`src/rtl/pipe_pack16to32.sv`:
```
//------------------------------------------------------------------------------
// Module   : pipe_pack16to32
// Purpose  : Packs pairs of 16-bit valid/ready beats into registered 32-bit
//            words, flushes odd packet tails with padding and a keep mask.
// Revision : 1.0 - initial release
//------------------------------------------------------------------------------
`default_nettype none

module pipe_pack16to32 #(
    parameter logic [15:0] PAD_VALUE = 16'h0000
) (
    input  logic        clk,
    input  logic        rst_n,
    input  logic        in_vld,
    output logic        in_rdy,
    input  logic [15:0] in_data,
    input  logic        in_last,
    output logic        out_vld,
    input  logic        out_rdy,
    output logic [31:0] out_data,
    output logic [1:0]  out_keep,
    output logic        out_last,
    output logic [15:0] pkt_cnt
);

    typedef enum logic [0:0] {
        EMPTY = 1'b0,
        HALF  = 1'b1
    } state_t;

    state_t      state;
    state_t      state_nxt;
    logic [15:0] hold_reg;
    logic [15:0] hold_nxt;
    logic        in_fire;
    logic        out_fire;
    logic        load_out;
    logic [31:0] word_nxt;
    logic [1:0]  keep_nxt;
    logic        last_nxt;

    // A new beat is only taken when the output register can accept a word,
    // so a completing beat can never be lost behind a stalled output.
    assign in_rdy   = ~out_vld | out_rdy;
    assign in_fire  = in_vld & in_rdy;
    assign out_fire = out_vld & out_rdy;

    always_comb begin
        state_nxt = state;
        hold_nxt  = hold_reg;
        load_out  = 1'b0;
        word_nxt  = {in_data, hold_reg};
        keep_nxt  = 2'b11;
        last_nxt  = in_last;
        case (state)
            EMPTY: begin
                if (in_fire) begin
                    if (in_last) begin
                        load_out = 1'b1;
                        word_nxt = {PAD_VALUE, in_data};
                        keep_nxt = 2'b01;
                        last_nxt = 1'b1;
                    end else begin
                        hold_nxt  = in_data;
                        state_nxt = HALF;
                    end
                end
            end
            HALF: begin
                if (in_fire) begin
                    load_out  = 1'b1;
                    state_nxt = EMPTY;
                end
            end
            default: state_nxt = EMPTY;
        endcase
    end

    always_ff @(posedge clk or negedge rst_n) begin
        if (!rst_n) begin
            state    <= EMPTY;
            hold_reg <= 16'h0000;
        end else begin
            state    <= state_nxt;
            hold_reg <= hold_nxt;
        end
    end

    always_ff @(posedge clk or negedge rst_n) begin
        if (!rst_n) begin
            out_vld  <= 1'b0;
            out_data <= 32'h0000_0000;
            out_keep <= 2'b00;
            out_last <= 1'b0;
        end else if (in_rdy) begin
            out_vld <= load_out;
            if (load_out) begin
                out_data <= word_nxt;
                out_keep <= keep_nxt;
                out_last <= last_nxt;
            end
        end
    end

    always_ff @(posedge clk or negedge rst_n) begin
        if (!rst_n) begin
            pkt_cnt <= 16'h0000;
        end else if (out_fire && out_last) begin
            pkt_cnt <= pkt_cnt + 16'h0001;
        end
    end

endmodule

`default_nettype wire

```
`config.mk`:
```
export PLATFORM = sky130hd
export DESIGN_NAME = pipe_pack16to32
export DESIGN_NICKNAME = d
export VERILOG_FILES = /design/src/rtl/pipe_pack16to32.sv
export SDC_FILE = /design/constraint.sdc
export NUM_CORES = 1
export LEC_CHECK = 0
export BUFFER_PORTS_ARGS = -buffer_cell sky130_fd_sc_hd__buf_2
export CAP_MARGIN = 20
export CELL_PAD_IN_SITES_DETAIL_PLACEMENT = 1
export CELL_PAD_IN_SITES_GLOBAL_PLACEMENT = 2
export CORE_MARGIN = 10
export CORE_UTILIZATION = 37
export CTS_BUF_LIST = sky130_fd_sc_hd__clkbuf_16
export CTS_CLUSTER_DIAMETER = 30
export DETAILED_ROUTE_END_ITERATION = 6
export GPL_TIMING_DRIVEN = 1
export PLACE_DENSITY = 0.94
export RECOVER_POWER = 25
export SYNTH_ARGS = -nofsm -noshare
export SYNTH_HDL_FRONTEND = slang
export SYNTH_SLANG_ARGS = --single-unit
```
`constraint.sdc`:
```
create_clock -name clk -period 2.6 [get_ports clk]
set_clock_uncertainty 0.1 [all_clocks]
set_input_delay 0.78 -clock clk [delete_from_list [all_inputs] [get_ports clk]]
set_output_delay 0.78 -clock clk [all_outputs]
set_load 0.02 [all_outputs]
```
# Word-level counts from Yosys, hierarchy flattened
# Cells that the tools add are included.
# Widths: inputs -> output; s select.
[totals]
regBits = 69
output_inout_bits = 53
elab_cells = 33
[classes]
add_sub_neg = 1
n_reduce_logical = 3
mux = 16
bitwise = 6
[op_table]
columns = ["operator", "count"]
rows = [
  ["$mux 32", 3],
  ["$add 16x1->16 const B", 1],
  ["$mux 1", 8],
  ["$mux 2", 3],
  ["$pmux 1 s2", 2],
  ["$not 1->1", 3],
  ["$reduce_and 3->1", 1],
  ["$and 1x1->1", 2],
  ["$reduce_and 2->1", 1],
  ["$logic_and 1x1->1", 1],
  ["$or 1x1->1", 1],
]

# Longest topological paths before layout
# Gate-level depths: netlist of the first run.
[depth]
word_depth = 6
depth_mapped = 6
depth_no_buf = 5

# Worst setup path before layout of the first run
# OpenSTA, ideal clock, no wires.
[synth_path]
kind = "input to register"
startpoint = "input out_rdy"
endpoint = "register hold_reg[10]"
t_required_ns = 2.375
arrival_time_ns = 1.911
stages = 6
setup_time_ns = 0.125
slack_ns = 0.463
n_path_buf = 2
cell_sequence = "nand2b_4 > nand2_4 > or3_1 > buf_6 > buf_12 > mux2_4"
[synth_via]
elab_chain_cells = 3
[synth_lines]
columns = ["element", "line_no", "source"]
rows = [
  ["start, declared", "19", "input logic out_rdy,"],
  ["$or 1x1->1", "44", "assign in_rdy = ~out_vld | out_rdy;"],
  ["$and 1x1->1", "45", "assign in_fire = in_vld & in_rdy;"],
  ["$reduce_and 3->1 (no line)", "--", ""],
  ["end signal, assigned", "85", "hold_reg <= hold_nxt;"],
  ["end, declared", "33", "logic [15:0] hold_reg;"],
]
# No other way between the ends.
# A chain may end at the register's enable or synchronous reset.

# Worst setup path after layout of the first run
[layout_path]
startpoint = "input out_rdy"
endpoint = "output in_rdy"
[layout_via]
elab_chain_cells = 1
[layout_lines]
columns = ["element", "line_no", "source"]
rows = [
  ["$or 1x1->1", "44", ""],
  ["end, declared", "15", "output logic in_rdy,"],
]
# No other way between the ends.

==> reports/qor.txt, run 1 <==
Synthesized netlist net count: 260
Endpoints failing setup: 0
Fin. max-slew vios: 0
Vias per inst: 5.27
Chip Height: 109 um
FF-to-FF path depth: 5
Placed inst area: 3430 um^2
Most instantiated cells after synthesis: dfrtp_1 (69), o21ai_0 (17)
Buffers on Ports: 73
Critical path depth: 3
First-pass GRT wire length: 13.6 mm
Syn avg cell area: 12.4 um^2
Slowest stage cell, crit path: buf_2
CTS tree: built
Initial Util: 0.381
Number of global-route vias before repair: 2,530
Top-count cell post-synth: dfrtp_1
Pwr Density: 1020 nW/um^2
Drt initial violations: 81
Clock latency on the worst-skew pair: 0.33 ns
Reg2reg setup slack: 0.87 ns
DR WL/cell: 19.7 um
Crit-path max cell delay: 0.18 ns
Final Core Density: 0.476
Final net count: 339
All-Layer GR Usage: 0.146
Routed WL: 8.35 mm
Seq/Total Area, Yosys: 0.586
Top cell by count, worst path: buf_2
Core ar.: 7730 um^2
Design area: 3680 um^2
Clock Sinks: 69
Crit path cell chain: buf_2 -> nand2b_4 -> buf_2
Synth top area share: 0.586
CTS max path bufs: 2
Largest net degree at the start of global routing: 53
Worst setup path start: out_rdy
Worst path bufs/invs: 2
Fmax: 0.466 GHz
Layout cells sized above 1: 0.352
DIE AREA: 11,900 um^2
CTS Hold Bufs: 0
Async SR Flop Fraction: 1.00
CP Max Fanout: 5
Worst setup EP type: output port
Sw frac: 0.347
NetSw: 1300 uW
Status: completed
Area leader, netlist: dfrtp_1
Hold wc startpoint: out_keep[0]$_DFFE_PN0P_
Dominant synthesized flop cell: dfrtp_1
Hold Violations, Final: 0
Antenna violations before repair: 0
Max Cap Viol: 0
CTS Buf Count: 9
Ys Warns: 0
Fin crit share: 0.825
Gp weighted congestion: 0.743
Fillers: 841
Final ANT Viol Nets: 0
Worst r2r src: out_vld$_DFFE_PN0P_
Combinational power share: 0.293
CP startpoint kind: primary input
Crit path capture: in_rdy
CTS Root Cell: clkbuf_16
H-tree depth: 3
DR pass1 iterations: 4
Reg2reg end: hold_reg[11]$_DFFE_PN0P_
Cells after Synth: 238
Max reg flops: 32
Total Neg Setup Slack: 0 ns
WP data arrival: 1.26 ns
Clock transition at the registers of the reported paths: 0.05 ns
VDD IR max: 0.430 mV
Postcts setup bufs: 0
CP Data Required Time: 1.72 ns
Non-filler cells, final: 423
Cell area after synthesis: 2950 um^2
Crit path kind: in -> out
Via count: 2,228
Relative slew margins: 0.158
Placed insts: 408
Hpwl dp: 5.95 mm
Die width: 109 um
Tot Pwr: 3750 uW
Area growth from synthesis to layout: 24.8%
DRC Markers: 0
Crit path max-delay family: buffers and inverters
Seq cells post-synth: 69
Ranking of synthesized cells by area: dfrtp_1 (59%), a22o_1 (4.8%), mux2_4 (4.6%)
GRT Residual Overflow: 0
Rows: 32
Reg power frac: 0.427
Io pins: 74
P_leak: 0.00179 uW
RSZ-0062 raised after global routing: false
Yosys cell types: 31
Final min period: 2.14 ns
# diodes: 0
Int Pwr: 2450 uW
HP Class: reg -> reg
Number of enable flip-flop cells after synthesis: 0
Post_cts resized: 0
Clock power share: 0.280
Worst-Margin Slew: 1.26 ns
## worst reg2reg max path, cell delays in order (launching register included)
cell,delay [ns]
dfrtp_1,0.46
nand2b_4,0.15
nand2_4,0.06
or3_1,0.33
buf_4,0.21
mux2_4,0.31
## metrics by stage
| step | worst slack (ns) | hold WS [ns] |
|---|---|---|
| final | 0.456 | 0.358 |
| after global routing | 0.433 | 0.388 |
| after CTS | 0.456 | 0.367 |
| after detailed placement | 0.356 | 0.347 |
| after global placement | 0.455 | 0.347 |
| after floorplan | 0.463 | 0.367 |
## worst min-delay path by stage
stage | depth (start not counted) | end
finish | 1 | out_keep[0]$_DFFE_PN0P_
global route | 1 | out_keep[0]$_DFFE_PN0P_
CTS | 1 | out_keep[0]$_DFFE_PN0P_
detailed placement | 1 | out_keep[0]$_DFFE_PN0P_
global placement | 1 | out_keep[0]$_DFFE_PN0P_
floorplan | 2 | out_data[0]$_DFFE_PN0P_
## cell families after synthesis
kind of cell / Yosys count / share of synthesized area
muxes: 17 / 0.0764
AOI/OAI and AO/OA: 67 / 0.157
buffers and inverters: 17 / 0.0327
and+or+nand+nor: 52 / 0.0998
xor gates and xnor gates: 15 / 0.0446
adders and majority gates: 1 / 0.00424
DFF: 69 / 0.586
## power groups by stage
| stage | logic, uW | registers (uW) | clock network, uW |
|---|---|---|---|
| 2_1_floorplan | 457 | 1810 | 0 |
| 3_3_place_gp | 1070 | 1590 | 0 |
| 3_5_place_dp | 1120 | 1620 | 0 |
| 4_1_cts | 1130 | 1600 | 1060 |
| 5_1_grt | 1200 | 1650 | 1120 |
| 6_report | 1100 | 1600 | 1050 |
## metal layers
layer,share of wire,global-route usage,wire length (um),vias up
met5,0,0,0,-
met4,0.0078,0.0316,65,0
met3,0.064,0.0584,535,6
met2,0.51,0.249,4260,56
met1,0.42,0.171,3500,1140
li1,-,-,-,1026
## final cells by class
cell class,instances,area (um^2),area share
sequential,69,1730,0.469
multi-input combinational,152,1120,0.306
timing repair buffer,84,448,0.122
clock buffer,9,225,0.0612
tap,102,128,0.0347
clock inverter,6,22.5,0.00612
inverter,1,3.75,0.00102
## cell usage in the layout (no fill, tap or decap)
cell / count
nor2_1: 3
ha_1: 1
clkinv_1: 5
a22oi_1: 16
buf_4: 11
o21ai_2: 1
nand2b_1: 1
nand2b_4: 1
nor3_1: 3
mux2_4: 9
nand3_1: 4
o21ai_0: 17
a22o_1: 16
xor2_1: 4
xnor2_1: 11
and3_1: 3
nor2b_1: 16
dfrtp_1: 69
nand4_1: 6
and2_1: 1
nand2_1: 11
a31oi_1: 16
or3_1: 1
mux2_2: 8
nand2_4: 1
clkbuf_16: 9
inv_1: 2
buf_2: 72
nor4_1: 1
clkbuf_2: 1
a21o_1: 1
No activity file was read; power rests on OpenSTA's default activity.
==> run 2, diff against run 1 <==
Settings changed: CORE_UTILIZATION 37 to 34, PLACE_DENSITY 0.94 to 0.88.
Clock period 2.6 ns to 2.1 ns, I/O delays scaled along.
==> run 2 against run 1 <==
Die area is 7.2% higher. Critical path depth stayed put. Clock power is 42% higher. Non-clock buffer count is 3 higher. Sequential share of layout area is 1.2 points lower. Core utilization is 2.4 points lower. Count of clock-buffer cells in the layout stayed put. Via count is 0.27% lower. Worst hold slack better by 0.0084 ns. Critical path type unchanged.
==> reports/qor.txt, run 2 (same netlist as run 1, synthesis figures left out) <==
Status: completed
Via count: 2,222
CP startpoint kind: primary input
Fillers: 923
Layout cells sized above 1: 0.369
DIE AREA: 12,800 um^2
HP Class: reg -> reg
Clock Sinks: 69
# diodes: 0
Crit path kind: in -> out
CTS Root Cell: clkbuf_16
Crit path cell chain: buf_2 -> nand2b_4 -> buf_2
DR WL/cell: 19.1 um
Antenna violations before repair: 0
DRT met1 WL: 3.42 mm
Io pins: 74
Total Neg Setup Slack: 0 ns
Slowest stage cell, crit path: buf_2
Crit-path max cell delay: 0.18 ns
Core ar.: 8340 um^2
Worst setup EP type: output port
Rows: 33
All-Layer GR Usage: 0.132
WP data arrival: 1.10 ns
Placed inst area: 3480 um^2
Fin worst setup slack: 0.271 ns
Hold Violations, Final: 0
Vias per inst: 5.17
CP Max Fanout: 5
Clock transition at the registers of the reported paths: 0.05 ns
Initial Util: 0.353
DR pass1 iterations: 4
GRT Residual Overflow: 0
Max reg flops: 32
Clock latency on the worst-skew pair: 0.34 ns
Most common cell after layout, fill and taps aside: buf_2
Fin. max-slew vios: 0
Relative slew margins: 0.0786
Post-Place Setup Slack: 0.0661 ns
Postcts setup bufs: 0
Fin crit share: 0.871
CTS max path bufs: 2
Hpwl dp: 5.93 mm
Fmax: 0.547 GHz
Post_cts resized: 0
Chip Height: 113 um
Die width: 113 um
Met3 WL post-DR: 513 um
Most frequent cells in the layout: buf_2 (72), dfrtp_1 (69), o21ai_0 (17)
Pwr Density: 1280 nW/um^2
Final net count: 342
Max layer used: met4
Area growth from synthesis to layout: 28.0%
WL met2: 4.19 mm
Top cell by count, worst path: buf_2
H-tree depth: 3
CTS tree: built
RSZ-0062 raised after global routing: false
CTS Buf Count: 9
Max Cap Viol: 0
CP Data Required Time: 1.37 ns
VDD IR max: 0.560 mV
Buffers on Ports: 73
DRC Markers: 0
Final Core Density: 0.452
Drt initial violations: 89
Worst-Margin Slew: 1.38 ns
Gp weighted congestion: 0.710
Number of global-route vias before repair: 2,535
Fin Hold WS: 0.366 ns
Area of the multi-input gates: 1120 um^2
First-pass GRT wire length: 13.5 mm
Routed WL: 8.23 mm
Endpoints failing setup: 0
Largest net degree at the start of global routing: 47
Design area: 3770 um^2
P_leak: 0.00183 uW
CTS Hold Bufs: 0
Final min period: 1.83 ns
Final ANT Viol Nets: 0
Sequential Area: 1730 um^2
run 2: final timing paths:
path	endpoint	slack [ns]	from	depth (start not counted)
min in group asynchronous	out_data[17]$_DFFE_PN0P_	0.50	rst_n	1
max in group asynchronous	out_data[10]$_DFFE_PN0P_	0.51	rst_n	2
min	out_keep[0]$_DFFE_PN0P_	0.37	out_keep[0]$_DFFE_PN0P_	1
max	in_rdy	0.27	out_rdy	3
max reg2reg	hold_reg[9]$_DFFE_PN0P_	0.41	out_vld$_DFFE_PN0P_	5
min reg2reg	out_keep[0]$_DFFE_PN0P_	0.37	out_keep[0]$_DFFE_PN0P_	1
run 2: power breakdown:
group,leakage [uW],internal (uW),switching (uW)
Clock,0.000141,912,576
Sequential,0.000860,1690,275
Combinational,0.000826,586,778
Total,0.00183,3190,1630
run 2: stage by stage:
step / cells / power, uW
finish: 430 / 4810
global route: 430 / 5090
CTS: 430 / 4890
detailed placement: 414 / 3380
global placement: 414 / 3310
floorplan: 238 / 2810
run 2: worst max-delay path, delay by kind of cell:
family | cells | cell delay, ns
and+or+nand+nor | 1 | 0.17
buffers and inverters | 2 | 0.30
run 2: metal layers:
layer	up-vias	GRT usage
met1	1121	0.152
met2	64	0.220
met5	-	0
li1	1029	-
met3	8	0.0491
met4	0	0.0499
run 2: final cells by class:
cell class | count | share of cell area
inverter | 1 | 0.000995
timing repair buffer | 87 | 0.131
clock inverter | 7 | 0.0176
tap | 105 | 0.0348
clock buffer | 9 | 0.0597
sequential | 69 | 0.458
multi-input combinational | 152 | 0.298
